## src/rtl/fetch_controller.sv

```systemverilog
// -----------------------------------------------------------------------------
// fetch_controller
//
// Instruction-fetch sequencer. Owns the program counter, runs a req/ack
// handshake with instruction memory (any number of wait cycles), and drives
// the IF/ID pipeline register's data, load enable and flush inputs.
// A one-entry buffer catches a word that returns while decode is stalled.
// After a redirect, a response that is still outstanding is discarded.
//
// Ports:
//   i_Clock        clock, rising edge
//   i_Reset_n      asynchronous active-low reset
//   o_IMemReq      fetch request, held until ack
//   o_IMemAddr     fetch address (always r_PC)
//   i_IMemAck      one-cycle response strobe, only honoured while requesting
//   i_IMemData     instruction word returned with the ack
//   i_Stall        decode hazard: IF/ID must hold
//   i_Redirect     branch/jump taken (one-cycle pulse)
//   i_RedirectPC   redirect target, low two bits ignored
//   o_FetchNextPC  PC+4 of the instruction presented to IF/ID
//   o_FetchInstr   instruction presented to IF/ID
//   o_FetchValid   o_FetchInstr/o_FetchNextPC are valid
//   o_IFIDEnable   IF/ID load enable
//   o_IFIDFlush    IF/ID valid clear, dominates enable
//   o_BubbleCount  saturating count of cycles without a valid IF/ID load
// -----------------------------------------------------------------------------
module fetch_controller #(
  parameter logic [31:0] RESET_PC   = 32'h0000_0000,
  parameter int          PERF_WIDTH = 16
) (
  input  logic                  i_Clock,
  input  logic                  i_Reset_n,
  output logic                  o_IMemReq,
  output logic [31:0]           o_IMemAddr,
  input  logic                  i_IMemAck,
  input  logic [31:0]           i_IMemData,
  input  logic                  i_Stall,
  input  logic                  i_Redirect,
  input  logic [31:0]           i_RedirectPC,
  output logic [31:0]           o_FetchNextPC,
  output logic [31:0]           o_FetchInstr,
  output logic                  o_FetchValid,
  output logic                  o_IFIDEnable,
  output logic                  o_IFIDFlush,
  output logic [PERF_WIDTH-1:0] o_BubbleCount
);

  typedef enum logic [1:0] {
    ST_BOOT    = 2'd0,
    ST_REQ     = 2'd1,
    ST_HOLD    = 2'd2,
    ST_DISCARD = 2'd3
  } state_t;

  state_t                r_State;
  state_t                w_NextState;
  logic [31:0]           r_PC;
  logic [31:0]           w_NextPC;
  logic [31:0]           r_Pending;
  logic [31:0]           w_NextPending;
  logic [31:0]           r_BufInstr;
  logic [31:0]           r_BufNextPC;
  logic                  w_BufLoad;
  logic [PERF_WIDTH-1:0] r_BubbleCount;
  logic                  w_Bubble;

  logic [31:0]           w_PCPlus4;
  logic [31:0]           w_RedirTarget;
  logic                  w_Req;
  logic                  w_Valid;
  logic                  w_Enable;
  logic                  w_Flush;
  logic [31:0]           w_Instr;
  logic [31:0]           w_NextPCOut;

  function automatic logic [PERF_WIDTH-1:0] sat_inc(input logic [PERF_WIDTH-1:0] v);
    return (&v) ? v : v + PERF_WIDTH'(1);
  endfunction

  // Natural 32-bit wrap gives 0xFFFF_FFFC + 4 = 0.
  assign w_PCPlus4     = r_PC + 32'd4;
  assign w_RedirTarget = i_RedirectPC & ~32'd3;

  always_comb begin
    w_NextState   = r_State;
    w_NextPC      = r_PC;
    w_NextPending = r_Pending;
    w_BufLoad     = 1'b0;
    w_Req         = 1'b0;
    w_Valid       = 1'b0;
    w_Enable      = 1'b0;
    w_Flush       = 1'b0;
    w_Instr       = r_BufInstr;
    w_NextPCOut   = r_BufNextPC;

    case (r_State)
      ST_BOOT: begin
        // Redirects are ignored here; always move on to the first fetch.
        w_Flush     = 1'b1;
        w_NextState = ST_REQ;
      end

      ST_REQ: begin
        w_Req       = 1'b1;
        w_Instr     = i_IMemData;
        w_NextPCOut = w_PCPlus4;
        if (i_Redirect) begin
          w_Flush = 1'b1;
          if (i_IMemAck) begin
            w_NextPC = w_RedirTarget;
          end else begin
            // Keep the address stable until the old request completes.
            w_NextPending = w_RedirTarget;
            w_NextState   = ST_DISCARD;
          end
        end else if (i_IMemAck) begin
          w_Valid  = 1'b1;
          w_NextPC = w_PCPlus4;
          if (i_Stall) begin
            w_BufLoad   = 1'b1;
            w_NextState = ST_HOLD;
          end else begin
            w_Enable = 1'b1;
          end
        end else begin
          w_Enable = !i_Stall;
        end
      end

      ST_HOLD: begin
        if (i_Redirect) begin
          w_Flush     = 1'b1;
          w_NextPC    = w_RedirTarget;
          w_NextState = ST_REQ;
        end else begin
          w_Valid  = 1'b1;
          w_Enable = !i_Stall;
          if (!i_Stall) begin
            w_NextState = ST_REQ;
          end
        end
      end

      ST_DISCARD: begin
        w_Req = 1'b1;
        if (i_Redirect) begin
          w_Flush       = 1'b1;
          w_NextPending = w_RedirTarget;
          if (i_IMemAck) begin
            w_NextPC    = w_RedirTarget;
            w_NextState = ST_REQ;
          end
        end else begin
          w_Enable = !i_Stall;
          if (i_IMemAck) begin
            w_NextPC    = r_Pending;
            w_NextState = ST_REQ;
          end
        end
      end

      default: begin
        w_NextState = ST_BOOT;
      end
    endcase
  end

  assign w_Bubble = (r_State != ST_BOOT) && !(w_Valid && w_Enable);

  // Control state: asynchronously reset.
  always_ff @(posedge i_Clock or negedge i_Reset_n) begin
    if (!i_Reset_n) begin
      r_State       <= ST_BOOT;
      r_PC          <= RESET_PC;
      r_BubbleCount <= '0;
    end else begin
      r_State <= w_NextState;
      r_PC    <= w_NextPC;
      if (w_Bubble) begin
        r_BubbleCount <= sat_inc(r_BubbleCount);
      end
    end
  end

  // Data holding registers: only meaningful once qualified by state.
  always_ff @(posedge i_Clock) begin
    r_Pending <= w_NextPending;
    if (w_BufLoad) begin
      r_BufInstr  <= i_IMemData;
      r_BufNextPC <= w_PCPlus4;
    end
  end

  assign o_IMemReq     = w_Req;
  assign o_IMemAddr    = r_PC;
  assign o_FetchValid  = w_Valid;
  assign o_FetchInstr  = w_Instr;
  assign o_FetchNextPC = w_NextPCOut;
  assign o_IFIDEnable  = w_Enable;
  assign o_IFIDFlush   = w_Flush;
  assign o_BubbleCount = r_BubbleCount;

endmodule

```

## config.mk

```make
export PLATFORM = sky130hd
export DESIGN_NAME = fetch_controller
export DESIGN_NICKNAME = d
export VERILOG_FILES = /design/src/rtl/fetch_controller.sv
export SDC_FILE = /design/constraint.sdc
export NUM_CORES = 1
export LEC_CHECK = 0
export BUFFER_PORTS_ARGS = -buffer_cell sky130_fd_sc_hd__buf_2
export CAP_MARGIN = 10
export CORE_ASPECT_RATIO = 0.8
export CORE_UTILIZATION = 55
export DETAILED_ROUTE_END_ITERATION = 12
export PLACE_DENSITY_LB_ADDON = 0.1
export SYNTH_ARGS = -nofsm -noshare
export SYNTH_HDL_FRONTEND = slang
export SYNTH_SLANG_ARGS = --single-unit
```

## constraint.sdc

```tcl
create_clock -name i_Clock -period 6.51 [get_ports i_Clock]
set_input_delay 1.302 -clock i_Clock [delete_from_list [all_inputs] [get_ports i_Clock]]
set_output_delay 1.302 -clock i_Clock [all_outputs]
set_load 0.05 [all_outputs]
```

After elaboration in Yosys (flattened, before gate mapping)
Cells that the tools add are included.
{ "classes": {"n_addsub": 2, "shifts": 0, "n_mul": 0, "magnitude_cmp": 0, "reduce_logical": 16, "eq_ne": 13, "n_div": 0, "bitwise_logic": 1, "muxes": 36} }
{ "ops": {"columns": ["operator", "n"], "rows": [
  ["32-bit two-way mux", 10],
  ["32-bit one-hot mux with 3 select lines", 1],
  ["32-bit one-hot mux with 2 select lines", 1],
  ["32-bit by 3-bit adder with 32-bit output (second input constant)", 1],
  ["16-bit by 1-bit adder with 16-bit output (second input constant)", 1],
  ["16-bit AND reduction", 1],
  ["3-bit inequality test (second input constant)", 5],
  ["2-bit two-way mux", 7],
  ["1-bit two-way mux", 13],
  ["2-bit inequality test (second input constant)", 5],
  ["2-bit one-hot mux with 4 select lines", 1],
  ["4-bit AND reduction", 2],
  ["1-bit one-hot mux with 2 select lines", 3],
  ["5-bit AND reduction", 1],
  ["2-bit == test (second input constant)", 2],
  ["2-bit nonzero test", 2],
  ["2-bit OR reduction", 2],
  ["3-bit nonzero test", 1],
  ["3-bit OR reduction", 1],
  ["2-bit by 1-bit == test with 1-bit output (second input constant)", 1],
  ["1-bit logical AND", 2],
  ["1-bit zero test", 2],
  ["2-bit zero test", 1],
  ["2-bit AND reduction", 1],
  ["1-bit inverter", 1]
]} }
{ "totals": {"romBits": 0, "mem_bits_rw": 0, "inputBits": 69, "out_inout_bits": 116, "latch_bits": 0, "elab_cells": 74, "regBits": 146, "n_memories": 0} }

Logic depth before layout (Yosys ltp)
{ "logic_depth": {"ltp_word": 8, "depth_mapped": 9} }

Least setup slack after synthesis
OpenSTA, ideal clock, no wires.
{ "synth_path": {"kind": "input to register", "start": "input port i_IMemAck", "end": "register r_BufInstr[0], enable pin", "setup_slack_ps": 962, "arrival_time_ps": 5062, "n_path_buf": 3, "path_stages": 5, "required_time_ps": 6024, "cell_sequence": "clkbuf_1 -> buf_1 -> clkbuf_1 -> nand2_1 -> nor2_1"} }
{ "synth_between": {"elab_chain_len": 3} }
{ "synth_rtl": {"columns": ["element", "line", "source"], "rows": [
  ["start: declaration", "35", "input logic i_IMemAck,"],
  ["1-bit two-way mux", "116", "end else if (i_IMemAck) begin"],
  ["1-bit two-way mux", "107", "if (i_Redirect) begin"],
  ["1-bit two-way mux", "96", "case (r_State)"],
  ["via w_BufLoad", "63", "logic w_BufLoad;"],
  ["end signal: assignment", "189", "r_BufInstr <= i_IMemData;"],
  ["end: declaration", "61", "logic [31:0] r_BufInstr;"]
]} }
The timed path passes the listed nets, and every way through them passes these cells.
A chain may end at the register's enable or synchronous reset.

Final worst setup path
{ "layout_path": {"start": "register r_PC[4] (netlist: o_IMemAddr[4])", "end": "output port o_FetchNextPC[21]"} }
{ "layout_between": {"elab_chain_len": 2} }
{ "layout_rtl": {"columns": ["element", "line", "source"], "rows": [
  ["start: declaration", "57", "logic [31:0] r_PC;"],
  ["start signal: assignment", "178", "r_PC <= w_NextPC;"],
  ["32-bit by 3-bit adder with 32-bit output", "81", "assign w_PCPlus4 = r_PC + 32'd4;"],
  ["via w_PCPlus4[21]", "67", "logic [31:0] w_PCPlus4;"],
  ["32-bit two-way mux", "96", null],
  ["end: declaration", "40", "output logic [31:0] o_FetchNextPC,"]
]} }
The timed path passes the listed nets, and every way through them passes these cells.

==> metrics.txt <==
critical-path cell list=nand4_4 > nor4_1 > and3_1 > xor2_1 > mux2_2 > buf_2; DRT antenna net count=0; Top-Level Pins=around 190; proportion of layout cells with a drive suffix above 1=35.7%; Chip Height=107 um; most frequent cell after synthesis=edfxtp_1; Final period util=71.2%; Setup Buffers After CTS=0; worst-case clock buffer depth=2; Die ar.=0.0142 mm2; Final Critical Period=approximately 4.6 ns; Layout Nets=~890; pwr dens=about 570 mW/mm2; register area share after synthesis=54.1%; Top FF cell, synth=edfxtp_1; CTS tree=yes; Setup-failing EPs final=0; H-tree levels=4; Via density=6.06; peak supply drop=0.377 mV; max-slew violations=0; status=completed; Post-Route Skew=0.0117 ns; CP max FO=10; Mapped Avg Cell Area=11.5 um2; # resized after CTS=0; Clk Latency, worst-skew pair=0.44 ns; Die W=133 um; first drt pass iteration count=5; filler instances=1001; Synth Instances=654; initial antenna violation count=1; GRT overflow=0; Worst Setup End Kind=output pin; critical path's largest stage delay=around 1.1 ns; area grow syn2layout=20.6%; Post-route DRC=0; Mapped Area=0.00754 mm2; maximum operating frequency=216 MHz; setup_tns=0 ns; clock sink total=~140; slowest stage cell, crit path=nor4_1; Core Footprint=0.0131 mm2; Yosys warning total=0; post-synth cell types=60; Net Count, Synth=729; placer's final routability congestion estimate=0.886; Lkg Pwr=3.70 nW; Crit Path Class=reg -> out; Port-buffer cells=between 150 and 200; Critical Path Source Type=register; CTS root buffer=clkbuf_16; vias in the first global route=5836; dpl hpwl=13100 um; CTS Buf Count=17; Synth area leaders=edfxtp_1 37%, dfrtp_1 17%, mux2_2 10%; Synth Register Bits=between 100 and 150; Final Hold Fails=0; EDFF count, synth=94; Synth top cells by count=94 x edfxtp_1, 67 x mux2_2, 50 x dfrtp_1; Via Count=6103; WL/cell=approximately 20 um; WP data required=5.21 ns; Slew @ Worst Pin=around 1.3 ns; hold bufs inserted after CTS=0; num rows=37; RSZ-0062 raised after global routing=no; GRT Total Usage=28.7%; Worst Hold Class=reg -> reg; area leader, netlist=edfxtp_1; share of flip-flops with an asynchronous set or reset=34.7%; DR iter-0 viols=500; Starting Density=57.5%; Worst-path clk slew=approximately 0.060 ns; Slew Limit Headroom=12.1%; top cell type's share of synthesized area=between 30% and 40%; Pwr Total=5.20 mW; largest net degree at the start of global routing=75; Worst EP arrival=3.33 ns; drt total wl=19700 um; max_cap viols=0; first-pass GRT wire length=a little over 30000 um
-- power by group --
| group | leakage (nW) | internal, mW | switching [mW] |
|---|---|---|---|
| combinational | 1.97 | 0.828 | 2.03 |
| clock | 0.254 | 0.512 | 0.361 |
| sequential | 1.48 | 1.21 | 0.257 |
| total | 3.70 | 2.55 | 2.65 |
-- kinds of logic after synthesis --
| family | after synthesis | synth area share, % |
|---|---|---|
| buffers and inverters | 63 | 3.27 |
| flip-flops | 144 | 54.1 |
| XOR/XNOR | 42 | 4.88 |
| AND/OR/NAND/NOR | 167 | 11.4 |
| multiplexers | 78 | 11.5 |
| adder cells (fa/ha/maj) | 6 | 0.996 |
| AO/OA/AOI/OAI | 154 | 13.9 |
-- critical path, delay by kind of cell (launching register included) --
kind,cells,cell delay [ns]
and+or+nand+nor,3,1.67
DFF,1,0.58
buffers and inverters,1,0.26
xor gates and xnor gates,1,0.21
muxes,1,0.18
-- metal layers --
metal	vias up	GRT usage (%)	share of wire [%]
met2	321	43.8	46
li1	2819	-	-
met5	-	0	0
met1	2932	39.7	43
met4	0	12.1	1.8
met3	31	6.43	9.1
-- sequential cells by signal, summed over array words and instances (netlist names) --
signal         flops
r_State            2
o_IMemAddr        32
r_Pending         30
r_BufNextPC       32
o_BubbleCount     16
r_BufInstr        32
-- stage by stage --
step	worst slack, ns	instances	util (%)	hold WS, ns	cell area, um2
floorplan	0.962	654	-	0.456	7540
finish	1.88	1007	69.4	0.490	9090
CTS	1.94	1006	69.4	0.494	9090
detailed placement	2.44	974	65.4	0.486	8560
global placement	2.46	974	65.4	0.469	8560
global route	1.76	1007	69.4	0.514	9090
-- cell type report --
cell class	instances	area [um2]	area share (%)
Sequential cell	144	4070	44.8
Multi-Input combinational cell	447	3240	35.6
Timing Repair Buffer	188	956	10.5
Clock buffer	25	485	5.34
Tap cell	175	219	2.41
Inverter	20	75.1	0.826
Clock inverter	7	37.5	0.413
Antenna cell	1	2.50	0.0275
-- cell usage in the layout, fill, tap and decap left out, drive strengths merged, types with 3 or more instances in the layout --
master   synthesis  routed
o31a             8       8
a31oi            5       5
clkinv           1       7
and3             9       9
or4              3       3
o22ai            7       7
nor3            10      10
mux2i           11      11
nand3           23      23
a222oi          11      11
xor2            15      15
inv             19      19
o211ai           6       6
nor4             7       7
o2bb2ai          4       4
a22oi            5       5
a21oi           38      38
a21o             3       3
a22o             4       4
a221oi           3       3
nor2            29      29
a211oi           4       4
nand2b           4       4
xnor2           27      27
ha               6       6
o21ai           31      31
clkbuf          32      25
buf             11     188
or3              3       3
a21boi           5       5
mux2            67      67
nand2           49      49
nor2b            4       4
dfrtp           50      50
or2              6       6
edfxtp          94      94
nand4           11      11
and4             6       6
a32oi            4       4
-- path summary, 6_finish.rpt --
path | from | to | cells past startpoint | slack, ns
setup / recovery | o_IMemAddr[4] | o_FetchNextPC[21] | 6 | 1.88
hold / removal | o_BubbleCount[14] | o_BubbleCount[14] | 1 | 0.49
setup reg to reg | r_State[1] | r_BufNextPC[25] | 5 | 2.97
hold reg to reg | o_BubbleCount[14] | o_BubbleCount[14] | 1 | 0.49
max in group asynchronous | i_Reset_n | o_IMemAddr[0] | 2 | 5.02
min in group asynchronous | i_Reset_n | o_IMemAddr[7] | 2 | 0.99
Power figures use the tool's default switching activity.
